**config.mk**
```make
export PLATFORM = sky130hd
export DESIGN_NAME = letter_sequencer
export DESIGN_NICKNAME = d
export VERILOG_FILES = /design/src/rtl/letter_pkg.sv /design/src/rtl/sync_edge_det.sv /design/src/rtl/letter_sequencer.sv
export SDC_FILE = /design/constraint.sdc
export NUM_CORES = 1
export LEC_CHECK = 0
export ABC_AREA = 1
export BUFFER_PORTS_ARGS = -buffer_cell sky130_fd_sc_hd__buf_2
export CORE_MARGIN = 4
export CORE_UTILIZATION = 30
export DETAILED_ROUTE_END_ITERATION = 10
export GPL_TIMING_DRIVEN = 0
export MAX_ROUTING_LAYER = met4
export PLACE_DENSITY = 0.52
export SLEW_MARGIN = 20
export SYNTH_ARGS = -nofsm -noshare
export SYNTH_HDL_FRONTEND = slang
export SYNTH_HIERARCHICAL = 1
export SYNTH_SLANG_ARGS = --single-unit
```
**constraint.sdc**
```tcl
create_clock -name CLOCK_50 -period 2 [get_ports CLOCK_50]
set_input_delay 0.4 -clock CLOCK_50 [delete_from_list [all_inputs] [get_ports CLOCK_50]]
set_output_delay 0.4 -clock CLOCK_50 [all_outputs]
set_load 0.02 [all_outputs]
```
**src/rtl/letter_pkg.sv**
```systemverilog
// Shared letter encoding and sequencer state type for the 7-segment letter path.
// Contents: CODE_W, BLANK and letter constants (same encoding as the decoder),
//           state_e {ST_REC, ST_PLAY}.
package letter_pkg;

    localparam int unsigned CODE_W = 6;

    localparam logic [CODE_W-1:0] BLANK  = 6'b000000;
    localparam logic [CODE_W-1:0] CODE_A = 6'b100000;
    localparam logic [CODE_W-1:0] CODE_B = 6'b101000;
    localparam logic [CODE_W-1:0] CODE_C = 6'b110000;
    localparam logic [CODE_W-1:0] CODE_Z = 6'b100111;

    typedef enum logic [0:0] {
        ST_REC  = 1'b0,
        ST_PLAY = 1'b1
    } state_e;

endpackage

```
**src/rtl/sync_edge_det.sv**
```systemverilog
// N-flop synchronizer with falling-edge pulse detector.
// Ports: clk, rst_n       clock, async active-low reset
//        d[WIDTH]         asynchronous input
//        q[WIDTH]         synchronized level (last synchronizer stage)
//        fall_c[WIDTH]    1-cycle pulse when q goes 1 -> 0 (combinational from flops)
module sync_edge_det #(
    parameter int unsigned STAGES  = 2,
    parameter int unsigned WIDTH   = 1,
    parameter logic        RST_VAL = 1'b0
) (
    input  logic             clk,
    input  logic             rst_n,
    input  logic [WIDTH-1:0] d,
    output logic [WIDTH-1:0] q,
    output logic [WIDTH-1:0] fall_c
);

    // STAGES must be >= 2; stage 0 captures the raw input
    logic [STAGES-1:0][WIDTH-1:0] sync_q;
    logic [WIDTH-1:0]             prev_q;

    // Synchronizer chain plus one delayed copy for edge detection
    always_ff @(posedge clk or negedge rst_n) begin
        if (!rst_n) begin
            sync_q <= {STAGES{{WIDTH{RST_VAL}}}};
            prev_q <= {WIDTH{RST_VAL}};
        end else begin
            sync_q <= {sync_q[STAGES-2:0], d};
            prev_q <= sync_q[STAGES-1];
        end
    end

    assign q      = sync_q[STAGES-1];
    assign fall_c = prev_q & ~q;

endmodule

```
**src/rtl/letter_sequencer.sv**
```systemverilog
// Records a short message of letter codes on key presses, then replays it one
// letter per display tick to the 7-segment letter decoder.
// Ports: CLOCK_50           system clock
//        RESET_N            async active-low reset
//        SW[9:0]            [5:0] letter code, [8] clear, [9] mode (0=REC, 1=PLAY)
//        KEY_ADD_N          active-low pushbutton, press appends SW[5:0]
//        LETTER_CODE[CODE_W] registered code to decoder
//        LEDG[7:0]          [4:0] count, [5] tick, [6] PLAY, [7] FULL
module letter_sequencer #(
    parameter int unsigned DEPTH    = 16,
    parameter int unsigned TICK_DIV = 25_000_000,
    parameter int unsigned CODE_W   = 6
) (
    input  logic              CLOCK_50,
    input  logic              RESET_N,
    input  logic [9:0]        SW,
    input  logic              KEY_ADD_N,
    output logic [CODE_W-1:0] LETTER_CODE,
    output logic [7:0]        LEDG
);

    import letter_pkg::*;

    localparam int unsigned CNT_W = $clog2(DEPTH + 1);
    localparam int unsigned RD_W  = $clog2(DEPTH);
    localparam int unsigned PS_W  = $clog2(TICK_DIV);

    logic [9:0]        sw_s;
    logic [9:0]        sw_fall_unused;
    logic              key_q_unused;
    logic              add_pulse_c;
    logic              unused_bits;

    state_e            state, state_nxt;
    logic [CNT_W-1:0]  count, count_nxt;
    logic [RD_W-1:0]   rd_ptr, rd_ptr_nxt;
    logic [PS_W-1:0]   ps, ps_nxt;
    logic [CODE_W-1:0] code_nxt;
    logic [7:0]        ledg_nxt;
    logic              tick_c;
    logic              wr_en_c;

    logic [CODE_W-1:0] mem [DEPTH];

    // Switch synchronizer (level only)
    sync_edge_det #(.STAGES(2), .WIDTH(10), .RST_VAL(1'b0)) u_sw_sync (
        .clk    (CLOCK_50),
        .rst_n  (RESET_N),
        .d      (SW),
        .q      (sw_s),
        .fall_c (sw_fall_unused)
    );

    // Key synchronizer; idles high so reset release never looks like a press
    sync_edge_det #(.STAGES(2), .WIDTH(1), .RST_VAL(1'b1)) u_key_sync (
        .clk    (CLOCK_50),
        .rst_n  (RESET_N),
        .d      (KEY_ADD_N),
        .q      (key_q_unused),
        .fall_c (add_pulse_c)
    );

    assign unused_bits = ^{sw_s[7:6], sw_fall_unused, key_q_unused};

    // Next-state, datapath and output decode
    always_comb begin
        state_nxt  = state;
        count_nxt  = count;
        rd_ptr_nxt = rd_ptr;
        ps_nxt     = ps;
        code_nxt   = LETTER_CODE;
        tick_c     = 1'b0;
        wr_en_c    = 1'b0;

        case (state)
            ST_REC: begin
                code_nxt = CODE_W'(sw_s[5:0]);
                // Level clear wins over a press in the same cycle
                if (sw_s[8]) begin
                    count_nxt = '0;
                end else if (add_pulse_c && (count < CNT_W'(DEPTH))) begin
                    wr_en_c   = 1'b1;
                    count_nxt = count + CNT_W'(1);
                end
                if (sw_s[9]) begin
                    state_nxt = ST_PLAY;
                end
            end
            ST_PLAY: begin
                if (count == '0) begin
                    code_nxt = CODE_W'(BLANK);
                end else begin
                    code_nxt = mem[rd_ptr];
                    if (ps == PS_W'(TICK_DIV - 1)) begin
                        tick_c     = 1'b1;
                        ps_nxt     = '0;
                        rd_ptr_nxt = (CNT_W'(rd_ptr) == (count - CNT_W'(1))) ? '0
                                                                             : rd_ptr + RD_W'(1);
                    end else begin
                        ps_nxt = ps + PS_W'(1);
                    end
                end
                if (!sw_s[9]) begin
                    state_nxt = ST_REC;
                end
            end
            default: begin
                state_nxt = ST_REC;
            end
        endcase

        // Every state entry restarts playback from the first letter
        if (state_nxt != state) begin
            rd_ptr_nxt = '0;
            ps_nxt     = '0;
        end

        ledg_nxt = {(count_nxt == CNT_W'(DEPTH)), (state_nxt == ST_PLAY), tick_c, 5'(count_nxt)};
    end

    // State and output registers
    always_ff @(posedge CLOCK_50 or negedge RESET_N) begin
        if (!RESET_N) begin
            state       <= ST_REC;
            count       <= '0;
            rd_ptr      <= '0;
            ps          <= '0;
            LETTER_CODE <= CODE_W'(BLANK);
            LEDG        <= 8'h00;
        end else begin
            state       <= state_nxt;
            count       <= count_nxt;
            rd_ptr      <= rd_ptr_nxt;
            ps          <= ps_nxt;
            LETTER_CODE <= code_nxt;
            LEDG        <= ledg_nxt;
        end
    end

    // Message store; contents are don't-care above count, so no reset
    always_ff @(posedge CLOCK_50) begin
        if (wr_en_c) begin
            mem[RD_W'(count)] <= CODE_W'(sw_s[5:0]);
        end
    end

endmodule

```
==> summary.txt <==
Run status
  – Result of the run: finished with violations
  – Failing checks: setup timing

Route
  – Post-DRT Antenna Nets: 0
  – 1st-iter DRT viols: 430
  – Total wirelength of the detailed-routed design: 17200 um
  – Router iterations before antenna repair: 5
  – Number of vias per cell after detailed routing: 4.48
  – Wirelength per Cell: 15.1 um
  – Final routed DRC violation total: 0
  – DR vias: 5106

STA
  – Total of endpoints with negative setup slack in the final report: 54
  – Worst slew margin: 0.617
  – Transition at the pin with the smallest max-transition slack: 0.575 ns
  – Post-route fraction of the period consumed by the critical path: 1.03
  – PnR worst setup slack: -0.0515 ns
  – Hold_ws: 0.0746 ns
  – Number of endpoints with negative hold slack in the final report: 0
  – Achievable Freq: 487 MHz
  – Final Critical Period: 2.05 ns
  – Sum Neg Setup Slack: -1.24 ns
  – Clk_skew: 0.0124 ns
  – Setup repair after global routing missed its margin: yes
  – Fin. max-slew vios: 0

Min path
  – Type of the tightest min-delay check: in -> reg
  – Hold path start: KEY_ADD_N
  – Cell depth of the worst hold path: 1
  – Worst hold path endpoint: u_key_sync/sync_q[0]

Worst setup path
  – Kind of start point of the critical path: flip-flop
  – Crit path DAT: 2.16 ns
  – Register-to-register setup slack: -0.05 ns
  – Reg2reg end: mem[8][4]
  – Depth of the most critical reg-to-reg path: 6
  – Type of element capturing the critical path: flip-flop
  – Data required, critical path: 2.11 ns
  – Largest fanout of any net on the critical path: 6
  – RR Startpoint: u_key_sync/prev_q
  – Worst setup path category: reg -> reg

Synth
  – Instance count of the mapped netlist: 757
  – Area of the mapped netlist: 7120 um2
  – Average instance area after synthesis: 9.41 um2
  – Synthesis warning total: 6
  – Mapped Nets: 778

Placement
  – Number of port buffers: 24
  – Number of cells in the design after placement: 1101
  – Worst setup slack after placement: -0.539 ns
  – Final RePlAce weighted congestion: 0.845
  – Final HPWL DP: 12100 um

Floorplan
  – Standard cell core area: 23400 um2
  – Chip Height: 162 um
  – Die area: 26300 um2
  – Starting Density: 0.304
  – Boundary pin count: 27
  – FP Rows: 56
  – Horizontal die dimension: 162 um

Finish
  – Sequential Area: 4440 um2
  – Highest-count cells in the layout ignoring fill and taps: sky130_fd_sc_hd__nand2_1 (261), sky130_fd_sc_hd__nand3_1 (105), sky130_fd_sc_hd__edfxtp_1 (96), sky130_fd_sc_hd__nor2_1 (65), sky130_fd_sc_hd__dfrtp_1 (56)
  – Final-layout fill cell count: 2409
  – Final Instance Count excl. Fillers: 1140
  – Final Net Count: 829
  – Commonest non-fill, non-tap cell in the layout: sky130_fd_sc_hd__nand2_1
  – Area occupied by multi-input gates: 2440 um2
  – Ant diodes: 0
  – Fraction of final layout cells sized beyond drive strength 1: 0.164
  – Synth-to-Final Area Change: 19.2%

Clock tree
  – H-tree levels: 4
  – Clock input transition at the sequential cells of the worst setup and hold paths: 0.06 ns
  – TritonCTS clock tree: done
  – Worst-Skew Late Latency: 0.43 ns
  – TritonCTS Buffers: 17
  – Clock sink count: 158
  – Number of buffers on the longest clock path: 2
  – CTS root buffer: sky130_fd_sc_hd__clkbuf_16

Global routing
  – Wire length of the first global-routing pass: 27800 um
  – Met1 usage: 0.201
  – Fraction of met3 tracks used by global routing: 0.0274
  – Largest net degree at the start of global routing: 39
  – Vias in the first global route: 4983
  – Global-route congestion overflow total: 0
  – Met2 Use GR: 0.211
  – Highest-utilization routing layer at the global route stage: met2
  – Initial antenna violation count: 0
  – Overall track demand over capacity in global routing: 0.142

Pwr
  – Power density normalized to cell area: 1040 nW/um2
  – Total power consumption of the routed design: 8.82 mW
  – Leakage dissipation: 3.57 nW
  – Maximum ir drop on the vdd rail: 0.638 mV

Job
  – Number of max-capacitance violations reported: 0
[registers in the layout (all words and copies together) (netlist names)]
register and flops:
LEDG 4, LETTER_CODE 6, count 4, mem 96, ps 25, rd_ptr 4, u_key_sync/prev_q 1, u_key_sync/q 1
u_key_sync/sync_q 1, u_sw_sync/q 8, u_sw_sync/sync_q 8
[stage by stage]
stage,cell area [um2],utilization
finish,8490,0.363
global route,8490,0.363
CTS,8360,0.357
detailed placement,7670,0.328
global placement,7640,0.327
floorplan,7120,-
[critical path, cell delays in order, from the launching register on]
cell and delay (ns):
sky130_fd_sc_hd__dfstp_2 0.51, sky130_fd_sc_hd__inv_1 0.04, sky130_fd_sc_hd__nor2_2 0.10, sky130_fd_sc_hd__nand3_1 0.21, sky130_fd_sc_hd__nor2_1 0.23, sky130_fd_sc_hd__nand2_1 0.32
sky130_fd_sc_hd__nor2_4 0.32
[routing by layer]
layer | vias up | wire (um)
met2 | 104 | 7850
met4 | 0 | 179
met5 | - | 0
met1 | 2415 | 8500
li1 | 2574 | -
met3 | 13 | 696
[cell type report]
cell class	instances	area share
Clock buffer	20	0.0564
Tap cell	319	0.0470
Buffer	33	0.0240
Timing Repair Buffer	32	0.0233
Clock inverter	12	0.0113
Inverter	58	0.0274
Multi-Input combinational cell	508	0.288
Sequential cell	158	0.523
[where the power goes]
| group | total (mW) | switching [mW] | leakage (nW) | internal (mW) |
|---|---|---|---|---|
| logic | 2.05 | 1.43 | 1.61 | 0.620 |
| clock network | 3.14 | 1.37 | 0.290 | 1.77 |
| registers | 3.63 | 0.0570 | 1.66 | 3.57 |
[worst max path at each step]
| stage | cells after the start | slack (ns) | endpoint | startpoint |
|---|---|---|---|---|
| after floorplan | 6 | 0.17 | mem[15][0] | u_key_sync/prev_q |
| after global placement | 5 | -0.38 | mem[11][5] | LEDG[6] |
| after detailed placement | 5 | -0.54 | mem[11][3] | LEDG[6] |
| after CTS | 6 | -0.05 | mem[3][2] | u_key_sync/prev_q |
| after global routing | 6 | -0.14 | mem[2][3] | u_key_sync/prev_q |
| final | 6 | -0.05 | mem[8][4] | u_key_sync/prev_q |
[what timing repair did]
item,4_1_cts,5_1_grt
gates resized for setup,25,26
hold endpoints to repair,24,0
hold buffers,1,0
setup buffers,2,4
endpoints found under the setup margin,118,119
pin swaps,1,2
Note: power is estimated with default switching activity, not from simulation.
